--- config.mk ---
export PLATFORM = sky130hd
export DESIGN_NAME = pipe_hazard_ctrl
export DESIGN_NICKNAME = d
export VERILOG_FILES = /design/src/rtl/pipe_hazard_ctrl_pkg.sv /design/src/rtl/pipe_hazard_ctrl_hazard_detect.sv /design/src/rtl/pipe_hazard_ctrl.sv
export SDC_FILE = /design/constraint.sdc
export NUM_CORES = 1
export LEC_CHECK = 0
export ABC_AREA = 1
export CAP_MARGIN = 0
export CORE_UTILIZATION = 30
export DETAILED_ROUTE_END_ITERATION = 8
export MAX_ROUTING_LAYER = met4
export PLACE_DENSITY = 0.63
export SKIP_LAST_GASP = 1
export SLEW_MARGIN = 15
export SYNTH_ARGS = -nofsm -noshare
export SYNTH_HDL_FRONTEND = slang
export SYNTH_HIERARCHICAL = 1
export SYNTH_SLANG_ARGS = --single-unit
--- constraint.sdc ---
create_clock -name clk -period 2.1 [get_ports clk]
set_clock_uncertainty 0.2 [all_clocks]
set_input_delay 0.315 -clock clk [delete_from_list [all_inputs] [get_ports clk]]
set_output_delay 0.315 -clock clk [all_outputs]
set_load 0.1 [all_outputs]
--- src/rtl/pipe_hazard_ctrl_pkg.sv ---
// Shared types and constants for the pipeline hazard controller.
package pipe_hazard_ctrl_pkg;

    // Controller state, 2-bit encoding.
    typedef enum logic [1:0] {
        ST_IDLE     = 2'd0,
        ST_RUN      = 2'd1,
        ST_MEM_WAIT = 2'd2,
        ST_HALT     = 2'd3
    } state_t;

    // Default number of MEM_WAIT cycles tolerated before a timeout error.
    localparam int unsigned DEFAULT_MEM_TIMEOUT = 15;

    // Wait counter only has to reach 15, the largest legal timeout.
    localparam int WAIT_CNT_W  = 4;
    localparam int STALL_CNT_W = 16;

    // Bundle of every pipeline control line driven by the controller.
    typedef struct packed {
        logic pc_en;
        logic ifid_en;
        logic idex_en;
        logic exmem_en;
        logic ifid_flush;
        logic idex_flush;
        logic exmem_flush;
        logic memwb_flush;
    } ctrl_t;

    // Pipeline frozen, every register loaded with a bubble.
    function automatic ctrl_t ctrl_bubble_all();
        ctrl_t c;
        c = '0;
        c.ifid_flush  = 1'b1;
        c.idex_flush  = 1'b1;
        c.exmem_flush = 1'b1;
        c.memwb_flush = 1'b1;
        return c;
    endfunction

    // Normal flow: everything advances, nothing squashed.
    function automatic ctrl_t ctrl_run();
        ctrl_t c;
        c = '0;
        c.pc_en    = 1'b1;
        c.ifid_en  = 1'b1;
        c.idex_en  = 1'b1;
        c.exmem_en = 1'b1;
        return c;
    endfunction

    // Memory stall: upstream frozen, a bubble goes into MEM/WB.
    function automatic ctrl_t ctrl_mem_stall();
        ctrl_t c;
        c = '0;
        c.memwb_flush = 1'b1;
        return c;
    endfunction

    // Load-use stall: hold PC and IF/ID, insert a bubble into ID/EX.
    function automatic ctrl_t ctrl_load_use();
        ctrl_t c;
        c = '0;
        c.idex_en    = 1'b1;
        c.exmem_en   = 1'b1;
        c.idex_flush = 1'b1;
        return c;
    endfunction

    // Jump redirect: fetch continues from the target, younger work squashed.
    function automatic ctrl_t ctrl_jump();
        ctrl_t c;
        c = ctrl_run();
        c.ifid_flush  = 1'b1;
        c.idex_flush  = 1'b1;
        c.exmem_flush = 1'b1;
        return c;
    endfunction

endpackage

--- src/rtl/pipe_hazard_ctrl_hazard_detect.sv ---
// Combinational load-use detector: the load in ID/EX writes a register
// that the instruction in IF/ID is about to read.
module hazard_detect
    import pipe_hazard_ctrl_pkg::*;
(
    input  logic [4:0] ifid_rs,
    input  logic [4:0] ifid_rt,
    input  logic       idex_memread,
    input  logic [4:0] idex_rt,
    output logic       load_use
);

    // Register 0 is hardwired to zero, so a load into it never creates a hazard.
    always_comb begin
        load_use = 1'b0;
        if (idex_memread && (idex_rt != 5'd0) &&
            ((idex_rt == ifid_rs) || (idex_rt == ifid_rt))) begin
            load_use = 1'b1;
        end
    end

endmodule

--- src/rtl/pipe_hazard_ctrl.sv ---
// Pipeline hazard controller: decides per cycle which pipeline registers
// load, which take a bubble, tracks memory-wait timeouts and counts stalls.
//
// Handshake: a data-memory access is outstanding while mem_req=1; the
// access completes in the cycle where mem_req=1 and mem_ready=1. Once the
// controller is waiting, only mem_ready is watched until completion.
module pipe_hazard_ctrl
    import pipe_hazard_ctrl_pkg::*;
#(
    // Legal range 1..15.
    parameter int unsigned MEM_TIMEOUT = DEFAULT_MEM_TIMEOUT
) (
    input  logic        clk,
    input  logic        startin,
    input  logic [4:0]  ifid_rs,
    input  logic [4:0]  ifid_rt,
    input  logic        idex_memread,
    input  logic [4:0]  idex_rt,
    input  logic        exmem_jump,
    input  logic        mem_req,
    input  logic        mem_ready,
    output logic        pc_en,
    output logic        ifid_en,
    output logic        idex_en,
    output logic        exmem_en,
    output logic        ifid_flush,
    output logic        idex_flush,
    output logic        exmem_flush,
    output logic        memwb_flush,
    output logic        mem_err,
    output logic [15:0] stall_cnt,
    output logic [1:0]  fsm_state
);

    localparam logic [WAIT_CNT_W-1:0]  TIMEOUT_V = WAIT_CNT_W'(MEM_TIMEOUT);
    localparam logic [STALL_CNT_W-1:0] STALL_MAX = '1;

    state_t                  state, state_n;
    logic [WAIT_CNT_W-1:0]   wait_cnt, wait_cnt_n;
    logic                    mem_err_n;
    logic                    load_use;
    logic                    mem_wait_req;
    logic                    stall_inc;
    ctrl_t                   ctrl;

    hazard_detect u_hazard_detect (
        .ifid_rs      (ifid_rs),
        .ifid_rt      (ifid_rt),
        .idex_memread (idex_memread),
        .idex_rt      (idex_rt),
        .load_use     (load_use)
    );

    assign mem_wait_req = mem_req && !mem_ready;

    // Next-state, wait-counter and control decode; memory wait beats jump beats load-use.
    always_comb begin
        state_n    = state;
        wait_cnt_n = wait_cnt;
        mem_err_n  = mem_err;
        ctrl       = ctrl_bubble_all();
        case (state)
            ST_IDLE: begin
                state_n    = ST_RUN;
                wait_cnt_n = '0;
            end
            ST_RUN: begin
                if (mem_wait_req) begin
                    ctrl       = ctrl_mem_stall();
                    state_n    = ST_MEM_WAIT;
                    wait_cnt_n = WAIT_CNT_W'(1);
                end else if (exmem_jump) begin
                    // A jump also squashes any load-use victim in IF/ID.
                    ctrl = ctrl_jump();
                end else if (load_use) begin
                    ctrl = ctrl_load_use();
                end else begin
                    ctrl = ctrl_run();
                end
            end
            ST_MEM_WAIT: begin
                if (mem_ready) begin
                    ctrl       = ctrl_run();
                    state_n    = ST_RUN;
                    wait_cnt_n = '0;
                end else begin
                    ctrl = ctrl_mem_stall();
                    if (wait_cnt == TIMEOUT_V) begin
                        state_n   = ST_HALT;
                        mem_err_n = 1'b1;
                    end else begin
                        wait_cnt_n = wait_cnt + WAIT_CNT_W'(1);
                    end
                end
            end
            ST_HALT: begin
                mem_err_n = 1'b1;
            end
            default: begin
                state_n = ST_IDLE;
            end
        endcase
        // Reset asserted: the pipeline must see bubbles everywhere right away.
        if (!startin) begin
            ctrl = ctrl_bubble_all();
        end
    end

    // Stalls count only while the pipeline is supposed to be flowing.
    assign stall_inc = ((state == ST_RUN) || (state == ST_MEM_WAIT)) &&
                       !ctrl.pc_en && (stall_cnt != STALL_MAX);

    // State, wait counter, sticky error and saturating stall counter.
    always_ff @(posedge clk) begin
        if (!startin) begin
            state     <= ST_IDLE;
            wait_cnt  <= '0;
            mem_err   <= 1'b0;
            stall_cnt <= '0;
        end else begin
            state    <= state_n;
            wait_cnt <= wait_cnt_n;
            mem_err  <= mem_err_n;
            if (stall_inc) begin
                stall_cnt <= stall_cnt + 16'd1;
            end
        end
    end

    assign pc_en       = ctrl.pc_en;
    assign ifid_en     = ctrl.ifid_en;
    assign idex_en     = ctrl.idex_en;
    assign exmem_en    = ctrl.exmem_en;
    assign ifid_flush  = ctrl.ifid_flush;
    assign idex_flush  = ctrl.idex_flush;
    assign exmem_flush = ctrl.exmem_flush;
    assign memwb_flush = ctrl.memwb_flush;
    assign fsm_state   = state;

endmodule

### Word level (Yosys, flattened, before mapping)

Cells that the tools add are included.

* word-level logic and storage cells: 52
* input port bits: 21
* output and inout bits: 27
* register bits: 23

* mux-type cells: 18
* add/subtract/negate cells: 2
* reductions and logical operators: 16
* equal/unequal tests: 12

Operators by type and width (count)
* $mux 8: 5
* $add 16x1->16 const B: 1
* $ne 16x16->1 const B: 1
* $pmux 8 s2: 1
* $mux 4: 3
* $pmux 4 s3: 1
* $eq 5x5->1: 2
* $reduce_and 3->1: 3
* $mux 2: 3
* $ne 2x2->1 const B: 3
* $ne 3x3->1 const B: 2
* $pmux 2 s3: 1
* $logic_and 1x1->1: 5
* $reduce_bool 5->1: 1
* $add 4x1->4 const B: 1
* $eq 2x2->1 const B: 2
* $eq 4x4->1 const B: 1
* $mux 1: 3
* $reduce_bool 3->1: 1
* $eq 2x1->1 const B: 1
* $logic_not 1->1: 2
* $logic_not 2->1: 1
* $logic_or 1x1->1: 2
* $pmux 1 s2: 1
* $reduce_bool 2->1: 1

### Longest topological paths before layout

Gate-level depths: netlist of the first run.

* depth in word-level cells: 12
* mapped depth: 13
* gate-level depth less buffers: 12

### Modules after synthesis

Netlist of the first run, hierarchy kept.

Modules (own cells, without submodules)
* pipe_hazard_ctrl: cells each 234, area an instance 1555.2 µm², sequential area each 460.4 µm², instances 1
* hazard_detect: cells each 45, area an instance 195.2 µm², sequential area each 0.0 µm², instances 1

### Least setup slack after synthesis of the first run

Ideal clock, no wire load.

* kind: flip-flop to output port
* start: reg state[0], in the netlist fsm_state[0]
* end: out idex_flush
* path buffers: 0
* stages on the path, launching flop included: 5
* arrival: 3786 ps
* required time: 1585 ps
* path slack: -2201 ps
* cells stage by stage: dfxtp_1 ha_1 nand2_2 o221ai_1 a21o_1

* word-level cells in the longest chain between the ends: 3
* elaborated cells on any way between the ends: 4
* those cells by class: 2 x eq/ne; 2 x mux

Ends and longest elaborated chain
* start, declared: line pipe_hazard_ctrl.sv:38 `state_t state, state_n;`
* start signal, assigned: line pipe_hazard_ctrl.sv:121 `state <= state_n;`
* $eq 2x2->1 or $eq 2x1->1 (tied branches): line pipe_hazard_ctrl.sv:62 `case (state)`
* $pmux 8 s2 (*): line pipe_hazard_ctrl.sv:62
* $mux 8 (*): line pipe_hazard_ctrl.sv:104 `if (!startin) begin`
* end, declared: line pipe_hazard_ctrl.sv:27 `output logic idex_flush,`

Every way passes the cells marked *; elsewhere a longest branch is shown, timed or not.

### Worst setup path after layout of the first run

Ends and elaborated chain as after synthesis.

==> results of run 1 <==
## stage by stage
step           setup slack [ns]  util [%]  cells
6_report                 0.0664      46.7    416
5_1_grt                -0.00948      46.7    416
4_1_cts                0.000189      46.4    414
3_5_place_dp             -0.363      45.3    408
3_3_place_gp             -0.331      45.3    408
2_1_floorplan            -0.686         -    279
## power by group through the flow
stage / registers, mW / clock network (mW) / logic [mW]
4_1_cts: 0.569 / 0.302 / 1.96
6_report: 0.562 / 0.290 / 2.02
3_3_place_gp: 0.578 / 0 / 1.94
2_1_floorplan: 0.828 / 0 / 1.15
3_5_place_dp: 0.579 / 0 / 1.95
5_1_grt: 0.575 / 0.313 / 2.16
## sequential cells by signal, indices dropped and copies added (netlist names)
register,flops
fsm_state,2
stall_cnt,16
mem_err,1
wait_cnt,4
## layout make-up
type / count / area (um2) / share of cell area [%]
Multi-Input combinational cell: 207 / 1160 / 44.6
Timing Repair Buffer: 68 / 654 / 25.1
Sequential cell: 23 / 485 / 18.7
Inverter: 42 / 165 / 6.35
Tap cell: 72 / 90.1 / 3.46
Clock buffer: 3 / 41.3 / 1.59
Clock inverter: 1 / 5.00 / 0.192
## cells by family after synthesis
family	Yosys count	synth area share (%)
xor+xnor	10	5.00
flops	23	26.3
fa+ha+maj	7	5.00
compound gates	36	12.4
buf+inv	49	12.4
simple gates	154	38.8
## cell usage after synthesis
cell type | instances | share of area (%)
nor2_1 | 26 | 5.6
dfxtp_1 | 23 | 26
xnor2_1 | 5 | 2.5
o21ai_0 | 7 | 2.0
nor2_2 | 1 | 0.36
inv_2 | 6 | 1.3
nand4_1 | 12 | 4.3
and3_1 | 1 | 0.36
xor2_1 | 5 | 2.5
a21o_1 | 1 | 0.43
o211ai_1 | 1 | 0.43
a21oi_1 | 18 | 5.1
buf_4 | 3 | 1.3
o221ai_1 | 1 | 0.50
o21bai_1 | 1 | 0.43
nand3_4 | 2 | 2.0
nor3_1 | 2 | 0.57
buf_1 | 1 | 0.21
nor2_4 | 1 | 0.64
a21oi_2 | 7 | 3.5
buf_6 | 3 | 1.9
nand3_1 | 13 | 3.7
nand2_2 | 5 | 1.8
ha_1 | 7 | 5.0
nand2_1 | 91 | 20
inv_1 | 36 | 7.7
## cell usage in the layout, fill, tap and decap left out, types with 2 or more instances in the layout
cell	count
dfxtp_2	14
nand2_1	87
dfxtp_1	7
xnor2_1	4
nor3_1	2
nand3_1	11
clkbuf_2	9
nand2_2	7
nor2_1	24
ha_4	2
clkinvlp_4	2
clkbuf_8	3
dfxtp_4	2
a21oi_2	7
a21oi_1	18
inv_1	30
nand3_2	2
o21ai_0	6
nand2_4	2
buf_12	12
inv_2	10
ha_1	5
nor2_2	3
nand4_1	12
xor2_1	5
clkdlybuf4s50_1	4
nand3_4	2
buf_4	39
## repair_timing
action                                  in CTS  in global routing
pin swaps                                   11                 16
endpoints found under the setup margin      21                 20
hold endpoints to repair                     0                  0
setup buffers                                2                  2
gates resized for setup                     26                 39
## metal layers
layer	wire, um	vias to the layer above
li1	-	1012
met1	2110	843
met2	2080	32
met3	140	5
met4	62	0
met5	0	-
## final timing paths
path | startpoint | end | slack, ns
max | fsm_state[0] | idex_flush | 0.07
min | stall_cnt[1] | stall_cnt[1] | 0.31
max reg2reg | fsm_state[0] | stall_cnt[13] | 0.23
min reg2reg | stall_cnt[1] | stall_cnt[1] | 0.31
## critical path: cells and delay by family (launching register included)
kind	cells	cell delay (ns)
buffers and inverters	4	0.43
DFF	1	0.37
adders and majority gates	1	0.17
AOI/OAI and AO/OA	1	0.17
and+or+nand+nor	1	0.11
==> results.txt, run 1 <==
The max-slew headroom at the worst pin is 72.6%. The final layout contains 373 nets. The detail-routed net length per standard cell came out at 10.6 um. The internal power of the cells is 1.36 mW. At the later pin of the worst-skew pair, clock insertion delay measures 0.27 ns. Setup repair after global routing could not meet its margin everywhere. The number of hold violations in the final report came out at 0. The biggest cell delay along the critical path came out at 0.37 ns. The sequential share of the synthesized area is 26.3%. The final RePlAce weighted congestion came out at 0.793. The switching power as a share of total power came out at 52.6%.

CTS placed an instance of clkbuf_8 at the clock tree root. The total clock buffers created by CTS came out at 3. The transition time at the pin with the least slew margin came out at 0.409 ns. For this run, global-route usage on met2 was measured as 27.3%. The routed wire length is 4.40 mm. The arrival time of data at the critical path endpoint came out at 1.52 ns. The synthesized netlist occupies a cell area of 0.00175 mm2. Setup violations remaining at the end of the flow were counted as 0. The power consumption came out at 2.87 mW. The overall via count from detail_route is 1892. Max-cap violations in this run came to 0. The die footprint is 0.00614 mm2. The number of antenna violations at the first check in global routing is 0. After clock tree synthesis, the clock-pin slew on the worst setup and hold paths is 0.09 ns. The fraction of power consumed by sequential logic is 19.6%. The part of the total power dissipated in combinational logic is 70.3%.

The power density of the placed cells is 1100 mW/mm2. The I/O pin total came out at 48. The leakage component of the power came out at 1.14 nW. The met1 track demand over resource is 18.8%. Compared with the post-synthesis result, the final layout area differs by 48.7%. The setup TNS came out at 0 ns. In the routed design, unresolved DRC markers number 0. The worst path needs 2.03 ns of the cycle, external delays included. The highest-delay cell along the critical path is dfxtp_4.

The violation count after the first detailed-routing iteration is 67. After global routing, the most crowded layer is met2. Once the floorplan was initialized, standard cells occupied 31.4% of the core. The global-route wire length before repair came out at 7.70 mm. The number of sinks driven by the clock tree is 23.

The via-per-instance ratio is 4.55. The area of the core region is 0.00557 mm2. The port buffer count came out at 47. The number of antenna diodes in the final layout is 0. The number of cell instances on the worst register-to-register path came out at 9.

TritonCTS built the clock tree. The instance count of the mapped netlist is 279. For this design, the CTS-stage hold fixing added 0 buffers. The largest driver fanout on the critical path came out at 4. The number of warnings printed during yosys synthesis is 6. The y dimension of the die came out at 78.4 um. The required time at the worst-slack endpoint came out at 1.58 ns. The clock share of power came out at 10.1%. The area of all placed cells without fillers is 0.00260 mm2. The most repeated library cell on the critical path is buf_12. The type of origin of the critical path is a register. The detailed placer's ending HPWL is 3.43 mm. The placement-stage cell area came out at 0.00252 mm2. The initialized floorplan defines 27 standard-cell rows.

Entering global routing, the biggest net connects 18 pins. The final global-route overflow total is 0. The flow ran to the end, and the final reports show no timing, DRC or antenna violations.

The number of pins exceeding their max-slew limit in the final report is 0. The via count of the first global-routing pass is 1828. The detailed-routing iteration count for the pre-antenna-repair pass is 4. The count of H-tree levels built during CTS is 1. By startpoint and endpoint, the worst setup path is classified as reg2out. Walking the worst path, the cells encountered are buf_12, ha_4, nand2_4, buf_4, inv_1, a21o_1, buf_12. Counting distinct cell types in the post-synthesis netlist gives 26.

The filler cells instantiated in the layout total 575. The worst hold path depth is 2. The net count of the mapped netlist is 307. The die width came out at 78.4 um. The fmax is 0.492 GHz.

The clock passes through at most 2 buffers. The final critical path takes up 96.8% of the cycle. The average instance in the mapped netlist occupies 6.27 um2. The reported net switching power came out at 1.51 mW. The worst hold margin came out at 0.308 ns. After synthesis the netlist holds a flip-flop and latch count of 23. The fraction of met3 tracks used by global routing is 2.09%.

STA classifies the critical path endpoint as an output pin. The class of the most critical hold timing path is reg2reg. The highest ir drop seen on vdd is 0.696 mV. Global routing consumed, over all layers together, 15.8% of the routing resources. The count of nets left with antenna violations after detail routing came out at 0. The fraction of layout instances using a drive strength above 1 came out at 35.5%.
Power figures use the tool's default switching activity.
==> run 2, diff against run 1 <==
- clock period: 2.1 -> 1.9 ns (I/O delays scaled with it)
==> run 2 against run 1 <==
Net effect:
- the run now ends with setup timing left
- global-route usage up 0.86 points
- non-clock buffer count up 6
- clock-buffer cell count unchanged
- total power up 23%
- flip-flop and latch count unchanged
- setup slack worse by 0.15 ns
- core utilization up 5.6 points
- largest cell class unchanged
- largest power group unchanged
==> results.txt, run 2 (synthesized netlist as in run 1, its figures left out) <==
The flow ran to the end, but the final reports show violations. The checks that failed: setup timing. stall_cnt holds more flip-flops than any other register. The number of buffers on the longest clock path is 2 (unchanged). The I/O pin total is 48 (unchanged). The via count of the first global-routing pass came out at 1820 (-0.44%). The setup TNS is -0.478 ns (-0.478 ns). The tightest min-delay check is of the reg2reg type.

The arrival time of data at the critical path endpoint was 1.50 ns (-0.02 ns). The largest individual stage delay along the critical path comes from the cell dfxtp_4. Walking the worst path, the cells encountered are inv_4, ha_4, nand2_1, o211ai_1, buf_12. The die footprint is 0.00614 mm2 (unchanged). The later-pin clock latency in the skew report came out at 0.28 ns (about the same). The leakage component of the power was 1.23 nW (+8.0%). The tree is rooted in a clkbuf_8. The number of antenna violations at the first check in global routing is 0 (unchanged). The area occupied by registers is 493 um2 (+1.5%).

Leaving out fill and tap cells, the most frequent cells in the layout are nand2_1 (88), inv_1 (29), buf_12 (29). Leaving out fill and tap cells, the most frequent cell in the layout is nand2_1. The worst hold margin is 0.312 ns (+0.00477 ns).

The transition time at the pin with the least slew margin came out at 0.390 ns (-0.0192 ns). The overall via count from detail_route came out at 1975 (+4.4%). The violation count after the first detailed-routing iteration came to 91 (+36%). Counting I/O delays and the setup requirement, the final critical path takes 1.99 ns. The clock-pin slew of the registers on the worst-case setup and hold paths is 0.09 ns (about the same). The cell family contributing the most delay on the critical path is flip-flops. The number of hold violations in the final report is 0 (unchanged). The max-slew headroom at the worst pin came out at 73.9% (+1.3 points). The port buffer count came out at 47 (unchanged). The final global-route overflow total came out at 0 (unchanged). The via-per-instance ratio came out at 4.67 (+2.7%). The ratio of final minimum period to clock period is 105%. Setup repair after global routing could not meet its margin everywhere. The detail-routed net length per standard cell is 11.3 um (+7.1%). The critical path in this run is classified as reg2out. The detailed placer's ending HPWL is 3.54 mm (+3.1%).

The routed wire length came out at 4.79 mm (+8.9%). The fmax came out at 0.504 GHz. The count of filler cells inserted in the layout was 541 (-5.9%). The number of antenna cells inserted came out at 0 (unchanged).

The highest ir drop seen on vdd was 0.666 mV (-4.2%). The critical path capture point type is an output pin. The synthesis-to-layout area growth came out at 66.4%. The global-route wire length before repair is 8.14 mm (+5.6%). The power density of the placed cells came out at 1210 mW/mm2 (+10%). The largest net degree at the start of global routing is 18 (unchanged). The area of the core region came out at 0.00557 mm2 (unchanged). The count of H-tree levels built during CTS is 1 (unchanged). The max-capacitance violation count came out at 0 (unchanged). The number of remaining DRC errors is 0 (unchanged). The required time at the worst-slack endpoint came out at 1.41 ns (-0.17 ns). The placement row count is 27 (unchanged). The y dimension of the die came out at 78.4 um (unchanged). The least setup slack across all paths after layout came to -0.0860 ns (-0.152 ns). The type of origin of the critical path is a register. The global router's overall resource usage is 16.7% (+0.86 points). The final setup violation count was 8 (+8). The count of buffering cells on the critical path with inverters included was 2 (-2).

The total clock buffers created by CTS is 3 (unchanged). The detailed-routing iteration count for the pre-antenna-repair pass came out at 4 (unchanged). The count of nets left with antenna violations after detail routing was 0 (unchanged). The count of nets after finishing is 380 (+1.9%). The die width came to 78.4 um (unchanged).

The largest driver fanout on the critical path is 6 (+2). The clock tree from TritonCTS is yes. The number of pins exceeding their max-slew limit in the final report is 0 (unchanged). The fraction of layout instances using a drive strength above 1 came out at 37.6% (+2.1 points).

The biggest cell delay along the critical path is 0.41 ns (+0.04 ns). The number of sinks driven by the clock tree is 23 (unchanged). The footprint of the multi-input gates came out at 0.00119 mm2 (+2.2%). The final RePlAce weighted congestion came to 0.819 (+3.3%). The initial standard-cell utilization of the core came out at 31.4% (unchanged). The number of flip-flops under the largest register name came out at 16 (unchanged).
## run 2: final timing paths
kind / from / end / slack, ns / depth (start not counted)
min: wait_cnt[1] / wait_cnt[1] / 0.31 / 2
max reg2reg: fsm_state[0] / stall_cnt[14] / 0.06 / 9
max: fsm_state[0] / memwb_flush / -0.09 / 5
min reg2reg: wait_cnt[1] / wait_cnt[1] / 0.31 / 2
## run 2: timing repair
item,4_1_cts,5_1_grt
setup endpoints to repair,24,24
gates resized for setup,47,29
gates cloned,0,1
hold buffers,0,0
pin swaps,17,11
setup buffers,7,2
## run 2: area by class of cell
class / count / share of cell area, %
tap: 72 / 3.09
clock buffer: 3 / 1.42
clock inverter: 1 / 0.172
sequential: 23 / 16.9
timing repair buffer: 74 / 31.7
multi-input combinational: 208 / 40.7
inverter: 42 / 5.97
## run 2: per-stage QoR
stage               total power [mW]  cell area (um2)  std cells  util (%)  setup slack [ns]
global placement                2.90             2770        409      49.6            -0.467
CTS                             3.40             2870        420      51.5            -0.122
global route                    3.71             2910        423      52.3            -0.148
finish                          3.54             2910        423      52.3           -0.0860
detailed placement              2.93             2770        409      49.6            -0.532
floorplan                       2.20             1870        279         -            -0.856
## run 2: layer usage
metal  up-vias  part of all wire [%]  track usage, %
met5         -                     0               -
li1       1028                     -               -
met1       894                    47            20.8
met3         4                   3.7            1.86
met2        49                    48            28.3
met4         0                   1.0            4.81
## run 2: power breakdown
part | switching (mW) | total [mW] | leakage, nW | internal, mW
combinational | 1.55 | 2.56 | 1.01 | 1.00
sequential | 0.0990 | 0.655 | 0.196 | 0.555
clock | 0.178 | 0.325 | 0.0255 | 0.147
## run 2: tightest hold or removal path, stage by stage, from the launching register on
cell     delay, ns
dfxtp_1       0.33
o21ai_0       0.07
a21oi_1       0.07
